**src/rtl/snax_csr_router.sv**
```systemverilog
// rtl/snax_csr_router.sv - Routes Snitch custom CSR accesses in 0x3C0..0x5FF to the SNAX accelerator CSR port
// Optional WAIT watchdog with response drain is enabled by defining SNAX_CSR_ROUTER_TIMEOUT_EN.
module snax_csr_router #(
   parameter int unsigned DataWidth     = 32,
   parameter int unsigned OffsetWidth   = 10,
   parameter int unsigned TimeoutCycles = 255
) (
   input  logic                   clk_i,
   input  logic                   rst_i,
   input  logic [11:0]            core_req_addr_i,
   input  logic [DataWidth-1:0]   core_req_data_i,
   input  logic                   core_req_write_i,
   input  logic                   core_req_valid_i,
   output logic                   core_req_ready_o,
   output logic [DataWidth-1:0]   core_rsp_data_o,
   output logic                   core_rsp_err_o,
   output logic                   core_rsp_valid_o,
   input  logic                   core_rsp_ready_i,
   output logic [OffsetWidth-1:0] acc_req_addr_o,
   output logic [DataWidth-1:0]   acc_req_data_o,
   output logic                   acc_req_write_o,
   output logic                   acc_req_valid_o,
   input  logic                   acc_req_ready_i,
   input  logic [DataWidth-1:0]   acc_rsp_data_i,
   input  logic                   acc_rsp_valid_i,
   output logic                   acc_rsp_ready_o,
   output logic                   busy_o
);

   localparam logic [11:0] CsrSnaxBegin = 12'h3C0;
   localparam logic [11:0] CsrSnaxEnd   = 12'h5FF;

   if (OffsetWidth < 10 || TimeoutCycles < 1) begin : g_bad_cfg
      $error("snax_csr_router: OffsetWidth must be >= 10 and TimeoutCycles >= 1");
   end

   typedef enum logic [1:0] {
      IDLE,
      FWD,
      WAIT,
      RESP
   } state_e;

   state_e                 state_q, state_d;
   logic                   active_q;
   logic [OffsetWidth-1:0] offset_q;
   logic [DataWidth-1:0]   req_data_q;
   logic                   write_q;
   logic [DataWidth-1:0]   rsp_data_q, rsp_data_d;
   logic                   rsp_err_q, rsp_err_d;
   logic                   rsp_load;
   logic                   req_fire;
   logic                   in_window;

   assign in_window = (core_req_addr_i >= CsrSnaxBegin) && (core_req_addr_i <= CsrSnaxEnd);

`ifdef SNAX_CSR_ROUTER_TIMEOUT_EN
   localparam int unsigned CntWidth = $clog2(TimeoutCycles + 1);

   logic [CntWidth-1:0] cnt_q;
   logic                drain_q;
   logic                timeout_hit;

   assign timeout_hit = (state_q == WAIT) && !acc_rsp_valid_i &&
                        (cnt_q == CntWidth'(TimeoutCycles - 1));

   // Counter is held at zero outside WAIT, so every entry into WAIT starts from 0.
   always_ff @(posedge clk_i) begin
      if (rst_i) begin
         cnt_q   <= '0;
         drain_q <= 1'b0;
      end else begin
         if (state_q != WAIT) begin
            cnt_q <= '0;
         end else if (!acc_rsp_valid_i) begin
            cnt_q <= cnt_q + 1'b1;
         end
         if (timeout_hit) begin
            drain_q <= 1'b1;
         end else if (drain_q && acc_rsp_valid_i) begin
            drain_q <= 1'b0;
         end
      end
   end
`endif

   always_ff @(posedge clk_i) begin
      if (rst_i) begin
         state_q <= IDLE;
      end else begin
         state_q <= state_d;
      end
   end

   always_comb begin
      state_d          = state_q;
      rsp_load         = 1'b0;
      rsp_data_d       = '0;
      rsp_err_d        = 1'b0;
      core_req_ready_o = 1'b0;
      core_rsp_valid_o = 1'b0;
      acc_req_valid_o  = 1'b0;
      acc_rsp_ready_o  = 1'b0;
      busy_o           = (state_q != IDLE);

      unique case (state_q)
         IDLE: begin
            // active_q keeps ready low through reset and its release cycle.
            core_req_ready_o = active_q;
            if (core_req_valid_i && active_q) begin
               if (in_window) begin
                  state_d = FWD;
               end else begin
                  state_d   = RESP;
                  rsp_load  = 1'b1;
                  rsp_err_d = 1'b1;
               end
            end
         end
         FWD: begin
            acc_req_valid_o = 1'b1;
            if (acc_req_ready_i) begin
               if (write_q) begin
                  state_d  = RESP;
                  rsp_load = 1'b1;
               end else begin
                  state_d = WAIT;
               end
            end
         end
         WAIT: begin
            acc_rsp_ready_o = 1'b1;
`ifdef SNAX_CSR_ROUTER_TIMEOUT_EN
            if (acc_rsp_valid_i && !drain_q) begin
               state_d    = RESP;
               rsp_load   = 1'b1;
               rsp_data_d = acc_rsp_data_i;
            end else if (timeout_hit) begin
               state_d   = RESP;
               rsp_load  = 1'b1;
               rsp_err_d = 1'b1;
            end
`else
            if (acc_rsp_valid_i) begin
               state_d    = RESP;
               rsp_load   = 1'b1;
               rsp_data_d = acc_rsp_data_i;
            end
`endif
         end
         RESP: begin
            core_rsp_valid_o = 1'b1;
            if (core_rsp_ready_i) begin
               state_d = IDLE;
            end
         end
         default: state_d = IDLE;
      endcase

`ifdef SNAX_CSR_ROUTER_TIMEOUT_EN
      // A late response from a timed-out read is swallowed in any state.
      if (drain_q) begin
         acc_rsp_ready_o = 1'b1;
      end
`endif
   end

   assign req_fire = core_req_ready_o && core_req_valid_i;

   always_ff @(posedge clk_i) begin
      if (rst_i) begin
         active_q   <= 1'b0;
         offset_q   <= '0;
         req_data_q <= '0;
         write_q    <= 1'b0;
         rsp_data_q <= '0;
         rsp_err_q  <= 1'b0;
      end else begin
         active_q <= 1'b1;
         if (req_fire) begin
            offset_q   <= OffsetWidth'(core_req_addr_i - CsrSnaxBegin);
            req_data_q <= core_req_data_i;
            write_q    <= core_req_write_i;
         end
         if (rsp_load) begin
            rsp_data_q <= rsp_data_d;
            rsp_err_q  <= rsp_err_d;
         end
      end
   end

   assign acc_req_addr_o  = offset_q;
   assign acc_req_data_o  = req_data_q;
   assign acc_req_write_o = write_q;
   assign core_rsp_data_o = rsp_data_q;
   assign core_rsp_err_o  = rsp_err_q;

endmodule

```
**config.mk**
```make
export PLATFORM = sky130hd
export DESIGN_NAME = snax_csr_router
export DESIGN_NICKNAME = d
export VERILOG_FILES = /design/src/rtl/snax_csr_router.sv
export SDC_FILE = /design/constraint.sdc
export NUM_CORES = 1
export LEC_CHECK = 0
export ABC_AREA = 1
export BUFFER_PORTS_ARGS = -buffer_cell sky130_fd_sc_hd__buf_2
export CAP_MARGIN = 20
export CORE_MARGIN = 3
export CORE_UTILIZATION = 49
export DETAILED_ROUTE_END_ITERATION = 16
export PLACE_DENSITY = 0.84
export SYNTH_ARGS = -nofsm -noshare
export SYNTH_HDL_FRONTEND = slang
export SYNTH_SLANG_ARGS = --single-unit
```
**constraint.sdc**
```tcl
create_clock -name clk_i -period 2.1 [get_ports clk_i]
set_input_delay 0 -clock clk_i [delete_from_list [all_inputs] [get_ports clk_i]]
set_output_delay 0 -clock clk_i [all_outputs]
set_load 0.03 [all_outputs]
```
Word-level counts from Yosys, hierarchy flattened
Cells that the tools add are included.
{ "classes": {"add_sub_neg": 1, "magnitude_cmp": 2, "eq_ne": 7, "mux": 21, "reduce_logical": 6} }
{ "op_table": {"columns": ["op", "n"], "rows": [
  ["2-to-1 mux 32 bit", 2],
  [">= comparator 12 x 10 -> 1 bit, second input constant", 1],
  ["<= comparator 12 x 11 -> 1 bit, second input constant", 1],
  ["2-to-1 mux 1 bit", 12],
  ["2-to-1 mux 2 bit", 5],
  ["subtractor 10 bit, second input constant", 1],
  ["!= test 2 bit, second input constant", 4],
  ["case mux 2 bit (4 select lines)", 1],
  ["== test 2 bit, second input constant", 2],
  ["AND reduction 4 bit", 1],
  ["logical AND 1 bit", 3],
  ["case mux 1 bit (3 select lines)", 1],
  ["== test 2 x 1 -> 1 bit, second input constant", 1],
  ["zero test 2 bit", 1],
  ["nonzero test 2 bit", 1]
]} }
{ "word_totals": {"regBits": 79, "out_inout_bits": 81, "wordCells": 44} }

Longest topological paths before layout
{ "logic_depth": {"depth_word": 5, "ltp_mapped": 12, "depth_no_buf": 11} }

Worst setup path before layout
Ideal clock, no wire load.
{ "synth_path": {"kind": "flip-flop to flip-flop", "start": "register state_q[0]", "end": "register rsp_data_q[10] (netlist: core_rsp_data_o[10])", "setup_time_ps": 117, "t_arrival_ps": 1538, "required_ps": 1983, "path_slack_ps": 445, "stages_incl_launch_ff": 10, "path_buffers": 1, "synth_period_minus_slack_ps": 1655, "path_cell_list": "dfxtp_1 > inv_1 > ha_1 > nand2_1 > inv_2 > o21bai_4 > buf_2 > nand3b_1 > nand2_1 > nor2_1"} }
{ "synth_via": {"elab_chain_len": 2} }
{ "synth_lines": {"columns": ["element", "line", "text"], "rows": [
  ["start, declared", "44", "state_e state_q, state_d;"],
  ["start signal, assigned", "91", "state_q <= state_d;"],
  ["== test 2 bit, or another cell as far along", "106", "unique case (state_q)"],
  ["case mux 1 bit (3 select lines) or 2-to-1 mux 32 bit (tied branches)", "106", null],
  ["end signal, assigned", "186", "rsp_data_q <= rsp_data_d;"],
  ["end, declared", "49", "logic [DataWidth-1:0] rsp_data_q, rsp_data_d;"]
]} }
Several ways; a longest one is shown, not always the timed one.
A chain may end at the register's enable or synchronous reset.

Worst setup path in the final report
{ "layout_path": {"start": "register state_q[0]", "end": "register rsp_data_q[20] (netlist: core_rsp_data_o[20])"} }
Same word-level chain as after synthesis.

==> impl_results.md <==
* Routed wire length per instance at 14.4 µm
* Peak per-stage delay on the critical path at 0.39 ns
* Status: finished, final reports clean
* Synth Area in XOR/XNOR at 0.00523
* CP arrival at 2.05 ns
* Worst r2r dst: core_rsp_data_o[20]
* Number of synthesized flops with an enable pin at 0
* Number of remaining DRC errors at 0
* Routed WL at 10700 µm
* Core area at about 6500 µm²
* Synth top area cells: dfxtp_1 (47%), nand2_1 (19%), a21oi_1 (7.0%)
* Chip height at 88.7 µm
* Syn Nets at between 500 and 600
* Worst Setup Start Kind: flip-flop
* R2R cell count at 9
* Final Cycle Share at 0.859
* Clk Tree Root Cell: clkbuf_8
* Number of global-route vias before repair at 3669
* Synth area leader: dfxtp_1
* Share of the synthesized area in the top cell type at 0.472
* Area Growth Syn to Fin at 50.5%
* Min-delay src: acc_rsp_data_i[13]
* Initial antenna violation count at 0
* Worst-path clk slew at 0.09 ns
* Final #Nets at 752
* Top_reg_cell synth: dfxtp_1
* Synthesis warning total at 0
* Final Hold Viols at 0
* TritonCTS Buffers at 9
* GRT Total Usage at 0.273
* Power Total at 0.00564 W
* Post-synthesis mux area share at 0
* Crit Path Max Fanout at 45
* Peak VDD IR at slightly above 0.0006 V
* Slew Limit Fails at 0
* Final clock skew at between 0.01 and 0.015 ns
* Post-Synth Adder-Cell Area at 0.0224
* Hold Crit Class: primary input to flip-flop
* Crit path top cell by count: nand2_1
* Synth Area per Inst at 7.44 µm²
* Diodes inserted at 0
* Die span in x at 88.7 µm
* Top-Level Pins at 164
* First-pass GRT wire length at 16700 µm
* PD cells at 1120 nW/µm²
* Htree depth at 3
* Largest net degree at the start of global routing at between 40 and 50
* Drt pass-1 iters at 4
* Gate Count Post-Synth at 450
* Inst Count DP at ~670
* Fmax at around 0.55 GHz
* Slowest-stage cell, CP: dfxtp_1
* CP Cell Sequence: inv_1 -> ha_1 -> nand2_1 -> inv_2 -> o21bai_4 -> buf_12 -> nand3b_1 -> nand2_1 -> nor2_1
* DP HPWL at 6290 µm
* Worst hold slack at 0.00841 ns
* Layout cells sized above 1 at 0.290
* Simple-Gate Fraction of Synth Area at 0.304
* Largest family of logic cells by synthesized area: simple AND/OR/NAND/NOR gates
* Die area at 7860 µm²
* Register area share after synthesis at 0.472
* R2r setup slk at 0.30 ns
* Routed Antenna Nets at 0
* Post-CTS setup buffer count at 0
* Most common library cells after synthesis: nand2_1 (170), dfxtp_1 (79), a21oi_1 (47)
* Count of cell types in the netlist at 25
* Critical path class: flip-flop to flip-flop
* Vias per cell at 5.09
* Critical path endpoint category: flip-flop
* Initial core utilization at 0.516
* Synthesized cell area at 3350 µm²
* Setup-failing EPs final at 0
* Final min period at between 1.5 and 2 ns
* Slew headroom at 0.595
* Placement Rows at 29
* Clk sink count at 79
* Max-Cap Viols at 0
* Total Neg Setup Slack at 0 ns
* GPL Wtd Cong at roughly 0.76
* Top-count cell post-synth: nand2_1
* Async SR Flop Fraction at 0
* CP required at 2.34 ns
* RSZ-0062 raised after global routing: no
* Leakage at 2.52 nW
* Fin cells at 745
* Worst Hold End: core_rsp_data_o[13]
* CTS tree: built
* Worst reg2reg path startpoint: state_q[0]
* Worst-Margin Slew at 0.607 ns
* Number of synthesized register bits at 79
* 1st-iter DRT viols at 163
* Share of the synthesized area in compound gates (AO/OA/AOI/OAI) at 0.138
* Clock buffer depth at 2
* Remaining global-route overflow at 0
* IO buf count at about 160
* Vias at about 3800
* Fill cells at 441
* Hold Path Cell Cnt at 4
* Clock Latency Late Sink at ~0.35 ns
==> state kept, by name (all words and copies together) (netlist names) <==
name / flops
state_q: 2
core_rsp_data_o: 32
acc_req_data_o: 32
acc_req_addr_o: 10
active_q: 1
acc_req_write_o: 1
core_rsp_err_o: 1
==> worst max-delay path by stage <==
| stage | startpoint | to | slack (ns) |
|---|---|---|---|
| floorplan | state_q[0] | core_rsp_data_o[10] | 0.44 |
| global placement | state_q[0] | core_rsp_data_o[2] | 0.39 |
| CTS | state_q[0] | core_rsp_data_o[21] | 0.20 |
| detailed placement | state_q[0] | core_rsp_data_o[21] | 0.24 |
| global route | state_q[0] | core_rsp_data_o[1] | 0.09 |
| finish | state_q[0] | core_rsp_data_o[20] | 0.30 |
==> placed cells by master, fill, tap and decap left out, drive strengths merged <==
master         n
xnor2          2
a21oi         47
nand3          1
clkinv         3
dfxtp         79
clkinvlp       1
o21ai          7
ha             6
buf          170
nand3b        22
o21bai         1
nor2          46
nand2        173
bufinv         3
dlygate4sd3   61
inv           14
clkbuf         9
a21boi        22
o21a           1
==> power by group <==
part	total (W)	internal, W	switching (W)
logic	0.00234	0.000801	0.00154
registers	0.00195	0.00179	0.000157
clock network	0.00136	0.000794	0.000562
==> cell families (layout without fill, tap and decap cells) <==
kind of cell               after synthesis  in the layout
xor gates and xnor gates                 2              2
adders and majority gates                6              6
AOI/OAI and AO/OA                       78             78
and+or+nand+nor                        242            242
buffers and inverters                   43            261
DFF                                     79             79
==> layout make-up <==
type	instances	area, µm²	area share
well taps	77	96.3	0.0191
clock inverters	7	120	0.0238
multi-input cells	328	1580	0.313
repair buffers	231	1490	0.296
flip-flops and latches	79	1580	0.314
inverters	14	52.6	0.0104
clock buffers	9	124	0.0246
==> per-layer routing <==
layer	share of wire	vias to the layer above	global-route usage	wire [µm]
met5	0	-	0	0
met4	0.032	0	0.150	345
met3	0.083	35	0.0754	892
met2	0.50	179	0.472	5420
met1	0.38	1722	0.300	4090
li1	-	1857	-	-
==> what timing repair did <==
action	in CTS	in global routing
endpoints found under the hold margin	61	0
hold buffers	61	0
resized for setup	0	1
endpoints found under the setup margin	0	3
==> worst max-delay path, delay by kind of cell (launching register included) <==
| kind | cells | cell delay, ns |
|---|---|---|
| AOI/OAI and AO/OA | 1 | 0.24 |
| adders and majority gates | 1 | 0.26 |
| buffers and inverters | 3 | 0.48 |
| and+or+nand+nor | 4 | 0.31 |
| DFF | 1 | 0.39 |
==> stage by stage <==
step	utilization	setup WS (ns)	instance area, µm²
finish	0.776	0.296	5040
global placement	0.644	0.395	4180
floorplan	-	0.445	3350
global route	0.776	0.0890	5040
detailed placement	0.644	0.236	4180
CTS	0.776	0.205	5040
No activity file was read; power rests on OpenSTA's default activity.
